## config.mk

```make
export PLATFORM = sky130hd
export DESIGN_NAME = mod_reduce_seq
export DESIGN_NICKNAME = d
export VERILOG_FILES = /design/src/rtl/mod_reduce_pkg.sv /design/src/rtl/mod_shift_reduce.sv /design/src/rtl/mod_reduce_seq.sv
export SDC_FILE = /design/constraint.sdc
export NUM_CORES = 1
export LEC_CHECK = 0
export BUFFER_PORTS_ARGS = -buffer_cell sky130_fd_sc_hd__buf_2
export CORE_ASPECT_RATIO = 1.2
export CORE_MARGIN = 2
export CORE_UTILIZATION = 35
export DETAILED_ROUTE_END_ITERATION = 10
export HOLD_SLACK_MARGIN = 0.02
export PLACE_DENSITY = 0.63
export RECOVER_POWER = 50
export SKIP_CTS_REPAIR_TIMING = 1
export SLEW_MARGIN = 20
export SYNTH_ARGS = -nofsm -noshare
export SYNTH_HDL_FRONTEND = slang
export SYNTH_SLANG_ARGS = --single-unit
```

## constraint.sdc

```tcl
create_clock -name clk -period 12.8 [get_ports clk]
set_clock_uncertainty 0.15 [all_clocks]
set_input_delay 1.28 -clock clk [delete_from_list [all_inputs] [get_ports clk]]
set_output_delay 1.28 -clock clk [all_outputs]
set_load 0.1 [all_outputs]
```

## src/rtl/mod_reduce_pkg.sv

```systemverilog
// Shared types and elaboration helpers for the sequential modular reducer.
package mod_reduce_pkg;

  typedef enum logic [1:0] {
    StIdle,
    StRun,
    StDone
  } state_e;

  // Number of CHUNK_W-bit chunks covering an IN_W-bit operand.
  function automatic int unsigned f_nchunk(input int unsigned in_w, input int unsigned chunk_w);
    return (in_w + chunk_w - 1) / chunk_w;
  endfunction

  // Residue width; every value < MOD fits.
  function automatic int unsigned f_resw(input int unsigned m);
    return $clog2(m);
  endfunction

  // Legal parameter ranges for the reducer.
  function automatic bit f_params_ok(input int unsigned m, input int unsigned chunk_w);
    return (m >= 2) && (m < (1 << 24)) && (chunk_w >= 1) && (chunk_w <= 8);
  endfunction

endpackage

```

## src/rtl/mod_shift_reduce.sv

```systemverilog
// One Horner step: acc_next = (acc * 2^CHUNK_W + chunk) mod MOD, using CHUNK_W+1
// conditional-subtract stages. Purely combinational.
module mod_shift_reduce
  import mod_reduce_pkg::*;
#(
  parameter int unsigned MOD     = 4051,
  parameter int unsigned CHUNK_W = 6
) (
  input  logic [$clog2(MOD)-1:0] acc,
  input  logic [CHUNK_W-1:0]     chunk,
  output logic [$clog2(MOD)-1:0] acc_next
);

  localparam int unsigned RES_W = f_resw(MOD);
  // acc < MOD so t < MOD * 2^(CHUNK_W+1); this width never truncates.
  localparam int unsigned TW = RES_W + CHUNK_W + 1;
  localparam logic [TW-1:0] MOD_T = TW'(MOD);

  logic [TW-1:0] t;

  // Subtract MOD<<k from the largest k down; each stage leaves t < MOD<<k.
  always_comb begin
    t = TW'({acc, chunk});
    for (int k = CHUNK_W; k >= 0; k--) begin
      if (t >= (MOD_T << k)) begin
        t = t - (MOD_T << k);
      end
    end
    acc_next = t[RES_W-1:0];
  end

endmodule

```

## src/rtl/mod_reduce_seq.sv

```systemverilog
// Sequential residue generator: in_data mod MOD, one CHUNK_W-bit chunk per clock,
// most significant chunk first, valid/ready on both sides.
// Optional feature: define MODRED_ZSKIP_EN to skip leading all-zero chunks on accept.
module mod_reduce_seq
  import mod_reduce_pkg::*;
#(
  parameter int unsigned IN_W    = 500,
  parameter int unsigned MOD     = 4051,
  parameter int unsigned CHUNK_W = 6
) (
  input  logic                   clk,
  input  logic                   rst_n,
  input  logic                   in_valid,
  output logic                   in_ready,
  input  logic [IN_W-1:0]        in_data,
  output logic                   out_valid,
  input  logic                   out_ready,
  output logic [$clog2(MOD)-1:0] out_res
);

  localparam int unsigned RES_W  = f_resw(MOD);
  localparam int unsigned NCHUNK = f_nchunk(IN_W, CHUNK_W);
  localparam int unsigned PAD_W  = NCHUNK * CHUNK_W;
  localparam int unsigned CNT_W  = $clog2(NCHUNK + 1);

  if (!f_params_ok(MOD, CHUNK_W)) begin : g_param_check
    $error("mod_reduce_seq: need 2 <= MOD < 2^24 and 1 <= CHUNK_W <= 8");
  end

  state_e             state_q, state_d;
  logic [PAD_W-1:0]   sreg_q, sreg_d;
  logic [RES_W-1:0]   acc_q, acc_d;
  logic [RES_W-1:0]   res_q, res_d;
  logic [CNT_W-1:0]   count_q, count_d;
  logic [RES_W-1:0]   acc_step;
  logic [PAD_W-1:0]   load_sreg;
  logic [CNT_W-1:0]   load_count;
  logic               accept;

  mod_shift_reduce #(
    .MOD     (MOD),
    .CHUNK_W (CHUNK_W)
  ) u_step (
    .acc      (acc_q),
    .chunk    (sreg_q[PAD_W-1 -: CHUNK_W]),
    .acc_next (acc_step)
  );

`ifdef MODRED_ZSKIP_EN
  logic [PAD_W-1:0] padded;
  logic [CNT_W-1:0] nz;

  // nz = index+1 of the highest nonzero chunk; shift it up to the top of the register.
  always_comb begin
    padded = PAD_W'(in_data);
    nz     = '0;
    for (int i = 0; i < int'(NCHUNK); i++) begin
      if (|padded[i*CHUNK_W +: CHUNK_W]) begin
        nz = CNT_W'(i + 1);
      end
    end
    load_count = nz;
    load_sreg  = padded << ((NCHUNK - 32'(nz)) * CHUNK_W);
  end
`else
  // Fixed-latency load: zero-padded operand, full chunk count.
  always_comb begin
    load_sreg  = PAD_W'(in_data);
    load_count = CNT_W'(NCHUNK);
  end
`endif

  // Next-state, datapath update and handshake outputs.
  always_comb begin
    state_d   = state_q;
    sreg_d    = sreg_q;
    acc_d     = acc_q;
    count_d   = count_q;
    res_d     = res_q;
    in_ready  = 1'b0;
    out_valid = 1'b0;
    accept    = 1'b0;
    unique case (state_q)
      StIdle: begin
        in_ready = 1'b1;
        accept   = in_valid;
      end
      StRun: begin
        acc_d   = acc_step;
        sreg_d  = sreg_q << CHUNK_W;
        count_d = count_q - CNT_W'(1);
        if (count_q == CNT_W'(1)) begin
          state_d = StDone;
          res_d   = acc_step;
        end
      end
      StDone: begin
        out_valid = 1'b1;
        // A new operand may enter on the same edge the result leaves.
        in_ready  = out_ready;
        if (out_ready) begin
          state_d = StIdle;
          accept  = in_valid;
        end
      end
      default: state_d = StIdle;
    endcase
    if (accept) begin
      sreg_d  = load_sreg;
      acc_d   = '0;
      count_d = load_count;
      if (load_count == '0) begin
        // Only reachable with zero-skip: all-zero operand is done immediately.
        state_d = StDone;
        res_d   = '0;
      end else begin
        state_d = StRun;
      end
    end
  end

  // State registers with synchronous active-low reset.
  always_ff @(posedge clk) begin
    if (!rst_n) begin
      state_q <= StIdle;
      sreg_q  <= '0;
      acc_q   <= '0;
      count_q <= '0;
      res_q   <= '0;
    end else begin
      state_q <= state_d;
      sreg_q  <= sreg_d;
      acc_q   <= acc_d;
      count_q <= count_d;
      res_q   <= res_d;
    end
  end

  assign out_res = res_q;

endmodule
```

==> out/summary.json <==
{
  "cells_and_area": {
    "footprint_of_the_multi_input_gates_mm2": 0.0147,
    "seqCellArea_mm2": 0.0108,
    "final_layout_size_suffix_gt1_share_pct": 18.0,
    "fin_nets": 4344,
    "fillerInstances": 8041,
    "area_growth_syn_to_layout_pct": 18.6
  },
  "floorplanning": {
    "dieWidth_um": 257,
    "start_util_pct": 35.2,
    "design.die.area_mm2": 0.0788,
    "pin_count": 518,
    "area_of_the_placeable_core_mm2": 0.0761,
    "die_y_um": 307,
    "num_rows": 111
  },
  "power_and_ir_drop": {
    "power_density_mw_per_mm2": 183,
    "p_leak_nw": 12.3,
    "ir_drop_worst_vdd_mv": 0.153
  },
  "sta": {
    "slew_violations": 572,
    "timing.final.hold_violations": 0,
    "maxSlewHeadroom_pct": -399,
    "smallest_setup_slack_after_layout_ns": 0.901,
    "final_min_period_over_clock_period_pct": 93.0,
    "achievable-frequency_ghz": 0.0840,
    "finalCriticalPeriod_ns": 11.90,
    "rsz0062_at_grt": "false",
    "worst_hold_slack_ns": 0.302,
    "final_setup_fails": 0,
    "fin_tns_setup_ns": 0,
    "tightestPinTransition_ns": 7.49
  },
  "status": {
    "run_status": "complete, but fails checks",
    "violations": "capacitance limit, slew limit"
  },
  "job": {
    "cap_viol_max_count": 6
  },
  "worst_setup_path": {
    "crit_path_max_incr_delay_ns": 0.53,
    "worstPathArrival_ns": 12.26,
    "setup.worst_path.end_class": "register",
    "timing.reg2reg.setup_slack_ns": 0.90,
    "worstSetupPathType": "register to register",
    "cp_common_cell": "ha_1",
    "critical_path.max_fanout": 13,
    "crit_path_top_delay_cell": "or4_1",
    "critPathLaunchType": "register",
    "r2r_cells": 43,
    "critPathRequiredTime_ns": 13.17
  },
  "synthesis": {
    "yosys.cell_types.count": 110,
    "yosysMostFrequentCell": "nand2_1",
    "yosys_most_used_dff": "dfxtp_1",
    "async_flop_share_pct": 0,
    "syn-instance-count": 3551,
    "sequential_element_share_of_the_synthesized_area_pct": 40.1,
    "synth-seq-cells": 537,
    "netlist.area_leader.share_pct": 40.1,
    "synth_enable_flop_cells": 0,
    "synth.net_count": 4064,
    "synthesis.area_per_instance_um2": 7.55,
    "most_area_consuming_cells_after_synthesis": "dfxtp_1, a311oi_1, nand2_1",
    "synth.top_cells.by_count": "nand2_1, nor2_1, dfxtp_1",
    "cell_accounting_for_the_most_synthesized_area": "dfxtp_1",
    "ys.warnings.count": 0,
    "syn_area_mm2": 0.0268
  },
  "route": {
    "detail_route.iter0.violations": 2044,
    "detailedRoute.firstPassIterationCount": 5,
    "wire_per_inst_um": 18.3,
    "antenna_violating_nets_post_route": 0,
    "drc_errors": 0,
    "routed_vias_inst": 5.42,
    "routed_wirelength_mm": 90.4,
    "dr_total_vias": 26700
  },
  "global_route": {
    "wire_length_of_the_first_global_routing_pass_mm": 139,
    "globalRouteTotalUtil_pct": 21.7,
    "grt-ovfl-total": 0,
    "grt_start_max_net_pins": 206,
    "grt_pass1_vias": 24500,
    "antenna_found_initial": 63
  },
  "cts": {
    "cts_inserted_buffers": 57,
    "clock-root-buffer": "clkbuf_16",
    "tritoncts_num_sinks": 537,
    "clk_transition_reported_paths_ns": 0.06,
    "insertion_delay_ns": 0.63,
    "tritoncts": "built",
    "max-clock-path-buffers": 3,
    "htreeDepth": 2
  },
  "min_path": {
    "hold_class": "register to register",
    "worstHoldPathCells": 2
  },
  "placed_design": {
    "dpl.hpwl_mm": 62.7,
    "gpl.final_weighted_congestion": 0.913,
    "buffer_ports.inserted": 517,
    "detailedPlace.worstSlack_ns": 0.732
  }
}
kinds of logic after synthesis:
logic type / Yosys count / share of synthesized area [%]
xor+xnor: 45 / 1.50
buf+inv: 344 / 5.05
fa+ha+maj: 9 / 0.420
mux: 19 / 0.738
simple gates: 1815 / 27.8
flops: 537 / 40.1
compound gates: 782 / 24.4
layout make-up:
cell class	count	area share, %
Timing Repair Buffer	546	8.81
Clock inverter	30	1.31
Tap cell	1017	4.00
Sequential cell	537	33.8
Antenna cell	39	0.307
Inverter	19	0.248
Multi-Input combinational cell	2670	46.3
Clock buffer	78	5.15
state kept, by name, summed over array words and instances (netlist names):
signal / cells
out_res: 12
acc_q: 12
state_q: 2
count_q: 7
sreg_q: 504
placed cells by master (no fill, tap or decap), types with 29 or more instances in the layout:
| master | count |
|---|---|
| nand2_1 | 1060 |
| nor2_1 | 546 |
| dfxtp_1 | 537 |
| buf_2 | 503 |
| a311oi_1 | 494 |
| a21oi_1 | 57 |
| clkbuf_16 | 57 |
| diode_2 | 39 |
| o21ai_0 | 38 |
| nand3_1 | 32 |
| xnor2_1 | 31 |
| nor3_1 | 29 |
stage by stage:
stage	area (um^2)	util [%]	total power [mW]	instances
2_1_floorplan	26800	-	3.49	3551
3_3_place_gp	29700	39.0	4.01	4788
3_5_place_dp	29700	39.0	4.01	4788
4_1_cts	31700	41.7	5.83	4896
5_1_grt	31800	41.7	6.18	4933
6_report	31800	41.8	5.82	4936
metal layers:
| layer | track usage (%) | part of all wire, % |
|---|---|---|
| met1 | 28.0 | 43 |
| met2 | 35.1 | 47 |
| met3 | 4.91 | 6.2 |
| met4 | 8.75 | 3.4 |
| met5 | 0 | 0.34 |
worst max-delay path, delay by kind of cell (launching register included):
kind | cells | cell delay (ns)
AO/OA/AOI/OAI | 16 | 3.80
XOR/XNOR | 6 | 1.66
adder cells (fa/ha/maj) | 7 | 2.24
buffers and inverters | 4 | 0.46
flip-flops | 1 | 0.51
multiplexers | 1 | 0.39
AND/OR/NAND/NOR | 9 | 2.60
where the power goes:
part / switching [mW] / internal (mW) / total (mW) / leakage [nW]
sequential: 0.106 / 1.84 / 1.94 / 4.44
combinational: 1.33 / 0.756 / 2.08 / 6.91
clock: 0.749 / 1.05 / 1.80 / 0.997
total: 2.18 / 3.64 / 5.82 / 12.3
final timing paths:
path                                   from     endpoint
worst max-delay path               acc_q[1]   out_res[2]
worst min-delay path            sreg_q[459]  sreg_q[465]
worst max register to register     acc_q[1]   out_res[2]
worst min register to register  sreg_q[459]  sreg_q[465]
No activity file was read; power rests on OpenSTA's default activity.
